==> config.mk <==
export PLATFORM = sky130hd
export DESIGN_NAME = adc_capture_window
export DESIGN_NICKNAME = d
export VERILOG_FILES = /design/src/rtl/adc_capture_window.sv
export SDC_FILE = /design/constraint.sdc
export NUM_CORES = 2
export LEC_CHECK = 0
export CAP_MARGIN = 40
export CORE_MARGIN = 1
export CORE_UTILIZATION = 45
export DETAILED_ROUTE_END_ITERATION = 8
export HOLD_SLACK_MARGIN = 0.08
export SYNTH_ARGS = -nofsm -noshare
export SYNTH_HDL_FRONTEND = slang
export SYNTH_SLANG_ARGS = --single-unit
==> constraint.sdc <==
create_clock -name clk -period 4 [get_ports clk]
set_clock_uncertainty 0.15 [all_clocks]
set_input_delay 0.4 -clock clk [delete_from_list [all_inputs] [get_ports clk]]
set_output_delay 0.4 -clock clk [all_outputs]
set_load 0.02 [all_outputs]
==> src/rtl/adc_capture_window.sv <==
// Circular capture of the ADC sample stream around a trigger rising edge.
// The frozen window is streamed oldest-first over a valid/ready handshake.
module adc_capture_window #(
    parameter int unsigned DEPTH = 256,
    parameter int unsigned AW    = 8,
    parameter int unsigned PRE   = 32,
    localparam int unsigned DW   = 14,
    localparam int unsigned CW   = 16
) (
    input  logic          clk,
    input  logic          reset_n,
    input  logic [DW-1:0] adc_in,
    input  logic          trigger,
    input  logic          arm,
    output logic [DW-1:0] out_data,
    output logic          out_valid,
    input  logic          out_ready,
    output logic          out_last,
    output logic          busy,
    output logic [CW-1:0] trig_count
);

    localparam int unsigned   RW        = AW + 1;
    localparam logic [AW-1:0] PRE_LAST  = AW'(PRE - 1);
    localparam logic [AW-1:0] POST_INIT = AW'(DEPTH - PRE - 1);
    localparam logic [RW-1:0] RD_LAST   = RW'(DEPTH - 1);
    localparam logic [RW-1:0] RD_END    = RW'(DEPTH);
    localparam logic [CW-1:0] CNT_MAX   = '1;

    typedef enum logic [2:0] {
        S_IDLE,
        S_FILL,
        S_ARMED,
        S_POST,
        S_READOUT
    } state_t;

    state_t        r_state;
    logic [AW-1:0] r_wr_ptr;
    logic [AW-1:0] r_rd_ptr;
    logic [AW-1:0] r_pre_cnt;
    logic [AW-1:0] r_post_cnt;
    logic [RW-1:0] r_rd_cnt;
    logic          r_trig_d;
    logic          r_q_vld;
    logic          r_q_last;
    logic [DW-1:0] r_ram_q;
    logic [DW-1:0] r_out_data;
    logic          r_out_valid;
    logic          r_out_last;
    logic          r_busy;
    logic [CW-1:0] r_trig_count;
    logic [DW-1:0] r_mem [DEPTH];

    logic w_rise;
    logic w_we;
    logic w_fire;
    logic w_load;
    logic w_issue;

    assign w_rise  = trigger & ~r_trig_d;
    assign w_we    = (r_state == S_FILL) || (r_state == S_ARMED) || (r_state == S_POST);
    assign w_fire  = r_out_valid & out_ready;
    // RAM output stage acts as the prefetch slot ahead of the output register
    assign w_load  = r_q_vld & (~r_out_valid | out_ready);
    assign w_issue = (r_state == S_READOUT) && (r_rd_cnt != RD_END) && (!r_q_vld || w_load);

    assign out_data   = r_out_data;
    assign out_valid  = r_out_valid;
    assign out_last   = r_out_last;
    assign busy       = r_busy;
    assign trig_count = r_trig_count;

    // Sample RAM: write while recording, synchronous read during readout
    always_ff @(posedge clk) begin
        if (w_we) begin
            r_mem[r_wr_ptr] <= adc_in;
        end
        if (w_issue) begin
            r_ram_q <= r_mem[r_rd_ptr];
        end
    end

    always_ff @(posedge clk or negedge reset_n) begin
        if (!reset_n) begin
            r_state      <= S_IDLE;
            r_wr_ptr     <= '0;
            r_rd_ptr     <= '0;
            r_pre_cnt    <= '0;
            r_post_cnt   <= '0;
            r_rd_cnt     <= '0;
            r_trig_d     <= 1'b0;
            r_q_vld      <= 1'b0;
            r_q_last     <= 1'b0;
            r_out_data   <= '0;
            r_out_valid  <= 1'b0;
            r_out_last   <= 1'b0;
            r_busy       <= 1'b0;
            r_trig_count <= '0;
        end else begin
            r_trig_d <= trigger;
            case (r_state)
                S_IDLE: begin
                    if (arm) begin
                        r_state   <= S_FILL;
                        r_pre_cnt <= '0;
                        r_busy    <= 1'b1;
                    end
                end
                S_FILL: begin
                    r_wr_ptr  <= r_wr_ptr + AW'(1);
                    r_pre_cnt <= r_pre_cnt + AW'(1);
                    if (r_pre_cnt == PRE_LAST) begin
                        r_state <= S_ARMED;
                    end
                end
                S_ARMED: begin
                    r_wr_ptr <= r_wr_ptr + AW'(1);
                    if (w_rise) begin
                        r_post_cnt <= POST_INIT;
                        r_state    <= S_POST;
                    end
                end
                S_POST: begin
                    r_wr_ptr   <= r_wr_ptr + AW'(1);
                    r_post_cnt <= r_post_cnt - AW'(1);
                    // After this write the slot following it holds the oldest sample
                    if (r_post_cnt == AW'(1)) begin
                        r_state  <= S_READOUT;
                        r_rd_ptr <= r_wr_ptr + AW'(1);
                        r_rd_cnt <= '0;
                        if (r_trig_count != CNT_MAX) begin
                            r_trig_count <= r_trig_count + CW'(1);
                        end
                    end
                end
                S_READOUT: begin
                    if (w_issue) begin
                        r_rd_ptr <= r_rd_ptr + AW'(1);
                        r_rd_cnt <= r_rd_cnt + RW'(1);
                        r_q_vld  <= 1'b1;
                        r_q_last <= (r_rd_cnt == RD_LAST);
                    end else if (w_load) begin
                        r_q_vld <= 1'b0;
                    end
                    if (w_load) begin
                        r_out_data  <= r_ram_q;
                        r_out_last  <= r_q_last;
                        r_out_valid <= 1'b1;
                    end else if (w_fire) begin
                        r_out_valid <= 1'b0;
                        r_out_last  <= 1'b0;
                    end
                    if (w_fire && r_out_last) begin
                        r_state <= S_IDLE;
                        r_busy  <= 1'b0;
                    end
                end
                default: begin
                    r_state <= S_IDLE;
                    r_busy  <= 1'b0;
                end
            endcase
        end
    end

endmodule

; After elaboration in Yosys (flattened, before gate mapping)
; Memory sizes are Yosys's and may differ from the RTL's. A register that Yosys moved wholly into a read port is not among the register bits.
; Cells that the tools add are included.
[word_totals]
register_bits = 80
ram_bits = 3584
input_bits = 19
output_inout_bits = 33
elab_cells = 93
memories = 1
[mem_list]
columns = memory, depth, width, read_ports, rd_ports_with_merged_regs, write_ports, line_no
row1 = r_mem, 256, 14, 1, 1, 1, 53  ; logic [DW-1:0] r_mem [DEPTH];
[op_classes]
n_addsub = 6
eq_ne = 15
mux = 26
bitwise = 7
n_reduce_logical = 24
[ops]
columns = operator, n
row1 = 8-bit case mux with 2 select lines, 3
row2 = 8-bit 2-to-1 mux, 4
row3 = "8-bit by 1-bit adder with 8-bit output, second input constant", 3
row4 = 9-bit 2-to-1 mux, 2
row5 = 9-bit case mux with 2 select lines, 1
row6 = "16-bit by 1-bit adder with 16-bit output, second input constant", 1
row7 = "16-bit inequality test, second input constant", 1
row8 = 3-bit 2-to-1 mux, 5
row9 = 3-bit case mux with 5 select lines, 1
row10 = 2-bit AND reduction, 6
row11 = 2-bit nonzero test, 5
row12 = "9-bit by 1-bit adder with 9-bit output, second input constant", 1
row13 = "9-bit by 8-bit equality test with 1-bit output, second input constant", 1
row14 = 1-bit 2-to-1 mux, 9
row15 = "9-bit inequality test, second input constant", 1
row16 = 3-bit AND reduction, 3
row17 = "8-bit by 1-bit equality test with 1-bit output, second input constant", 1
row18 = "8-bit by 5-bit equality test with 1-bit output, second input constant", 1
row19 = "8-bit by 1-bit subtractor with 8-bit output, second input constant", 1
row20 = "3-bit by 2-bit equality test with 1-bit output, second input constant", 2
row21 = "2-bit by 1-bit inequality test with 1-bit output, second input constant", 3
row22 = "2-bit inequality test, second input constant", 3
row23 = 5-bit AND reduction, 1
row24 = 1-bit bitwise AND, 3
row25 = other kinds (10), 16

; Depth between registers and ports, before layout
[depth]
depth_word = 7
depth_mapped = 13
mapped_depth_nobuf = 9

; Worst setup path before layout
; No wires, ideal clock.
[synth_path]
path_type = reg-to-reg
from = reg r_rd_ptr[0]
to = reg r_ram_q[9], read port of r_mem (data pin)
setup_ns = 0.259
arrival_time_ns = 2.531
required_ns = 3.591
setup_slack_ns = 1.060
stages_incl_launch_ff = 10
path_buffers = 3
period_less_slack_ns = 2.940
cell_sequence = dfrtp_1 buf_6 buf_2 buf_2 mux4_2 mux4_2 a22oi_1 nand2_1 a22oi_1 nand2_1
[synth_rtl]
columns = element, line_no
row1 = from (decl), 40  ; logic [AW-1:0] r_rd_ptr;
row2 = from (signal assigned), 130  ; r_rd_ptr <= r_wr_ptr + AW'(1);
row3 = from (signal assigned), 139  ; r_rd_ptr <= r_rd_ptr + AW'(1);
row4 = to (decl), 47  ; logic [DW-1:0] r_ram_q;

==> reports/metrics.yaml <==
final_layout:
  final_core_utilization_pct: 52.5
  area.growth.synth_to_final_pct: 16.1
  commonest_cells_after_routing_fill_and_taps_aside: "edfxtp_1 (3,598), mux4_2 (835), buf_4 (628)"
  total_number_of_nets_in_the_final_design: 7453
  layout_commonest_cell: "edfxtp_1"
  drive_gt1_share_pct: 28.4
  post_layout_nonfiller_instances: 11900
yosys:
  yosys_warnings: 0
  synthesis.instances: 6638
  synth_enable_flop_cells: 3598
  ys.flop_type: "edfxtp_1"
  yosys_register_bits: 3678
  netlist.top_cell.by_area: "edfxtp_1"
  synth_cell_types: 78
  post_synth.cell_area_avg_um2: 21.5
  postSynthNetCount: 6669
  synthDominantCellAreaShare_pct: 75.9
  postSynth.asyncResetShare_pct: 2.18
  proportion_of_synthesized_chip_area_in_sequential_cells_pct: 77.3
  synth.area.top_cells: "edfxtp_1 (76%), mux4_2 (13%), mux2i_1 (2.4%), dfrtp_1 (1.4%), nor2_1 (0.87%)"
  synthesis.area_um2: 142000
detailed_routing:
  detailedRoute.firstIterationViolations: 9998
  detail_route.first_pass.iterations: 6
  drc_violation_count_after_routing: 0
  wirelength_mm: 410
  via_count: 74300
  routed_via_density: 6.24
  routedWlPerCell_um: 34.5
  ant_nets: 1
cts:
  tritoncts: "built"
  cts.sink_count: 3678
  cts.path.max_buffers: 4
  clk_pin_slew_worst_paths_ps: 70
  clock_latency_ps: 980
  root_buffer: "clkbuf_16"
  cts-htree-levels: 5
  numCtsBuffers: 378
placed_design:
  io_buffers: 51
  dp_hpwl_mm: 258
  gp_routability_congestion: 0.930
  placedCellCount: 11200
setup_path:
  critical_path.endpoint_type: "flip-flop"
  reg2regPathDepth: 9
  worst_r2r_endpoint: "r_ram_q[5]"
  crit_fanout: 26
  worst_setup_path_endpoint: "r_ram_q[5]"
  cp-start-kind: "flip-flop"
  critical_path_required_ps: 4570
  timing.reg2reg.setup_slack_ps: -50
  critical_path.reg2reg.startpoint: "r_rd_ptr[0]"
  crit_start: "r_rd_ptr[0]"
  timing.setup.critical_path_class: "flip-flop to flip-flop"
  critical_path_arrival_ps: 4620
timing:
  max_slew_headroom_pct: 15.2
  unrepaired_setup_endpoints_after_global_routing: "false"
  timing_worst_slew_pin_value_ps: 1270
  finalMaxSlewViolations: 0
  fmax_ghz: 0.247
  finalSetupTns_ps: -51.0
  finalCritPeriodShare_pct: 101
  post-route-worst-setup-slack_ps: -51.0
  final-hold-violation-count: 0
  final_period_minus_worst_setup_slack_ps: 4050
  setup_viol: 1
power_and_ir_drop:
  net_load_switching_power_w: 0.0348
  p_leak_nw: 53.7
  cell_internal_pwr_w: 0.0747
  sequentialPowerShare_pct: 39.5
  ir_worst_vdd_mv: 0.403
  clockPowerShare_pct: 31.7
  pwr-share-comb_pct: 28.8
  power_density_nw_per_um2: 662
  p_sw_share_pct: 31.8
global_route:
  largest_net_degree_at_the_start_of_global_routing: 129
  grt_antenna_before_repair: 23
  overflow: 0
  grt_pass1_vias: 72800
  grt.total_usage_pct: 25.7
  grt_pass1_wl_mm: 572
job:
  timing.max_cap.violations: 0
hold_path:
  worst_hold_path_type: "primary input to flip-flop"
die:
  chipHeight_um: 565
  floorplan.rows: 206
  top_level_port_count: 52
  core_region_area_um2: 315000
  floorplan.die_area_um2: 319000
  start_util_pct: 45.2
  die_w_um: 565
status:
  outcome: "finished, violations left"
  violations: "antenna violations, negative setup slack"
[metrics by stage]
stage / power, W / hold slack (ps) / setup slack, ps / area (um^2)
floorplan: 0.0599 / -45.6 / 1060 / 142000
global placement: 0.0748 / 311 / -241 / 153000
detailed placement: 0.0748 / 141 / -285 / 153000
CTS: 0.109 / 100 / 49.6 / 165000
global route: 0.112 / 163 / 13.1 / 165000
finish: 0.109 / 150 / -51.0 / 165000
[Yosys cell counts (6+ instances only)]
cell / number
nor3_1: 6
nand3_1: 53
buf_1: 28
and3_1: 11
o22ai_1: 33
a211oi_1: 24
nand2_1: 187
a221oi_1: 84
buf_2: 99
mux2_2: 26
mux4_2: 835
xor2_1: 14
buf_6: 54
o21ai_0: 107
inv_1: 21
nand2b_1: 7
dfrtp_1: 80
nor2b_1: 18
nor4_1: 8
or3_1: 10
ha_1: 12
nor2_1: 331
a32o_1: 6
mux2i_1: 342
clkbuf_1: 164
buf_4: 45
nand4_1: 10
o221ai_1: 32
a21oi_1: 153
a22oi_1: 68
and2_1: 6
xnor2_1: 20
o211ai_1: 10
a222oi_1: 11
edfxtp_1: 3598
a31oi_1: 17
a22o_1: 8
a21o_1: 14
[state kept, by name, indices dropped and copies added, names as in the netlist]
register    count
r_mem        3584
trig_count     16
out_data       14
r_ram_q        14
r_rd_cnt        9
r_post_cnt      8
r_pre_cnt       8
r_rd_ptr        8
r_wr_ptr        8
r_state         3
busy            1
out_last        1
out_valid       1
r_q_last        1
r_q_vld         1
r_trig_d        1
[layer usage]
metal	up-vias	global-route usage (%)	part of all wire, %	wire length, um
met3	735	5.62	10	42300
li1	29400	-	-	-
met1	39900	36.8	40	165000
met2	4172	38.8	46	187000
met5	-	0	0.019	78
met4	14	9.61	4.1	16600
[cells by family (layout without fill, tap and decap cells)]
| family | after synthesis | after routing | share of synthesized area (%) |
|---|---|---|---|
| compound gates | 630 | 630 | 3.04 |
| xor+xnor | 34 | 34 | 0.209 |
| flops | 3678 | 3678 | 77.3 |
| buf+inv | 416 | 1511 | 1.60 |
| other cells | 0 | 16 | 0 |
| simple gates | 665 | 665 | 1.98 |
| mux | 1203 | 1203 | 15.8 |
| fa+ha+maj | 12 | 12 | 0.105 |
[power by group through the flow]
stage | combinational (W) | clock (W) | sequential [W]
after CTS | 0.0310 | 0.0351 | 0.0432
after global placement | 0.0308 | 0 | 0.0440
after detailed placement | 0.0308 | 0 | 0.0440
after floorplan | 0.0163 | 0 | 0.0436
final | 0.0315 | 0.0347 | 0.0432
after global routing | 0.0323 | 0.0365 | 0.0432
[critical path, stage by stage, from the launching register on]
cell	delay [ps]
dfrtp_4	530
buf_12	270
buf_12	260
buf_12	230
mux4_2	530
mux2i_1	630
nor2_1	210
o41ai_2	670
buf_4	220
o32ai_1	60
[layout make-up]
cell class                 instances  area (um^2)
inverter                          23         98.8
clock inverter                   230         2240
antenna                           16         40.0
timing repair buffer             797         7500
multi-input combinational       2544        30300
tap                             4160         5200
clock buffer                     461         9920
sequential                      3678       110000
fill                           24300       150000
[timing repair]
item | 4_1_cts | 5_1_grt
gates resized for setup | 3 | 4
endpoints found under the setup margin | 4 | 3
buffers inserted | 3 | 5
hold buffers | 17 | 0
pin swaps | 1 | 1
cloned | 0 | 1
hold endpoints to repair | 1310 | 0
[worst min-delay path by stage]
stage	endpoint	slack, ps	start	cells past startpoint
3_3_place_gp	out_data[8]	310	r_ram_q[8]	1
6_report	out_valid	150	out_ready	4
5_1_grt	out_valid	160	out_ready	4
4_1_cts	busy	100	arm	3
3_5_place_dp	busy	140	reset_n	1
2_1_floorplan	busy	-50	reset_n	0
Note: power is estimated with default switching activity, not from simulation.
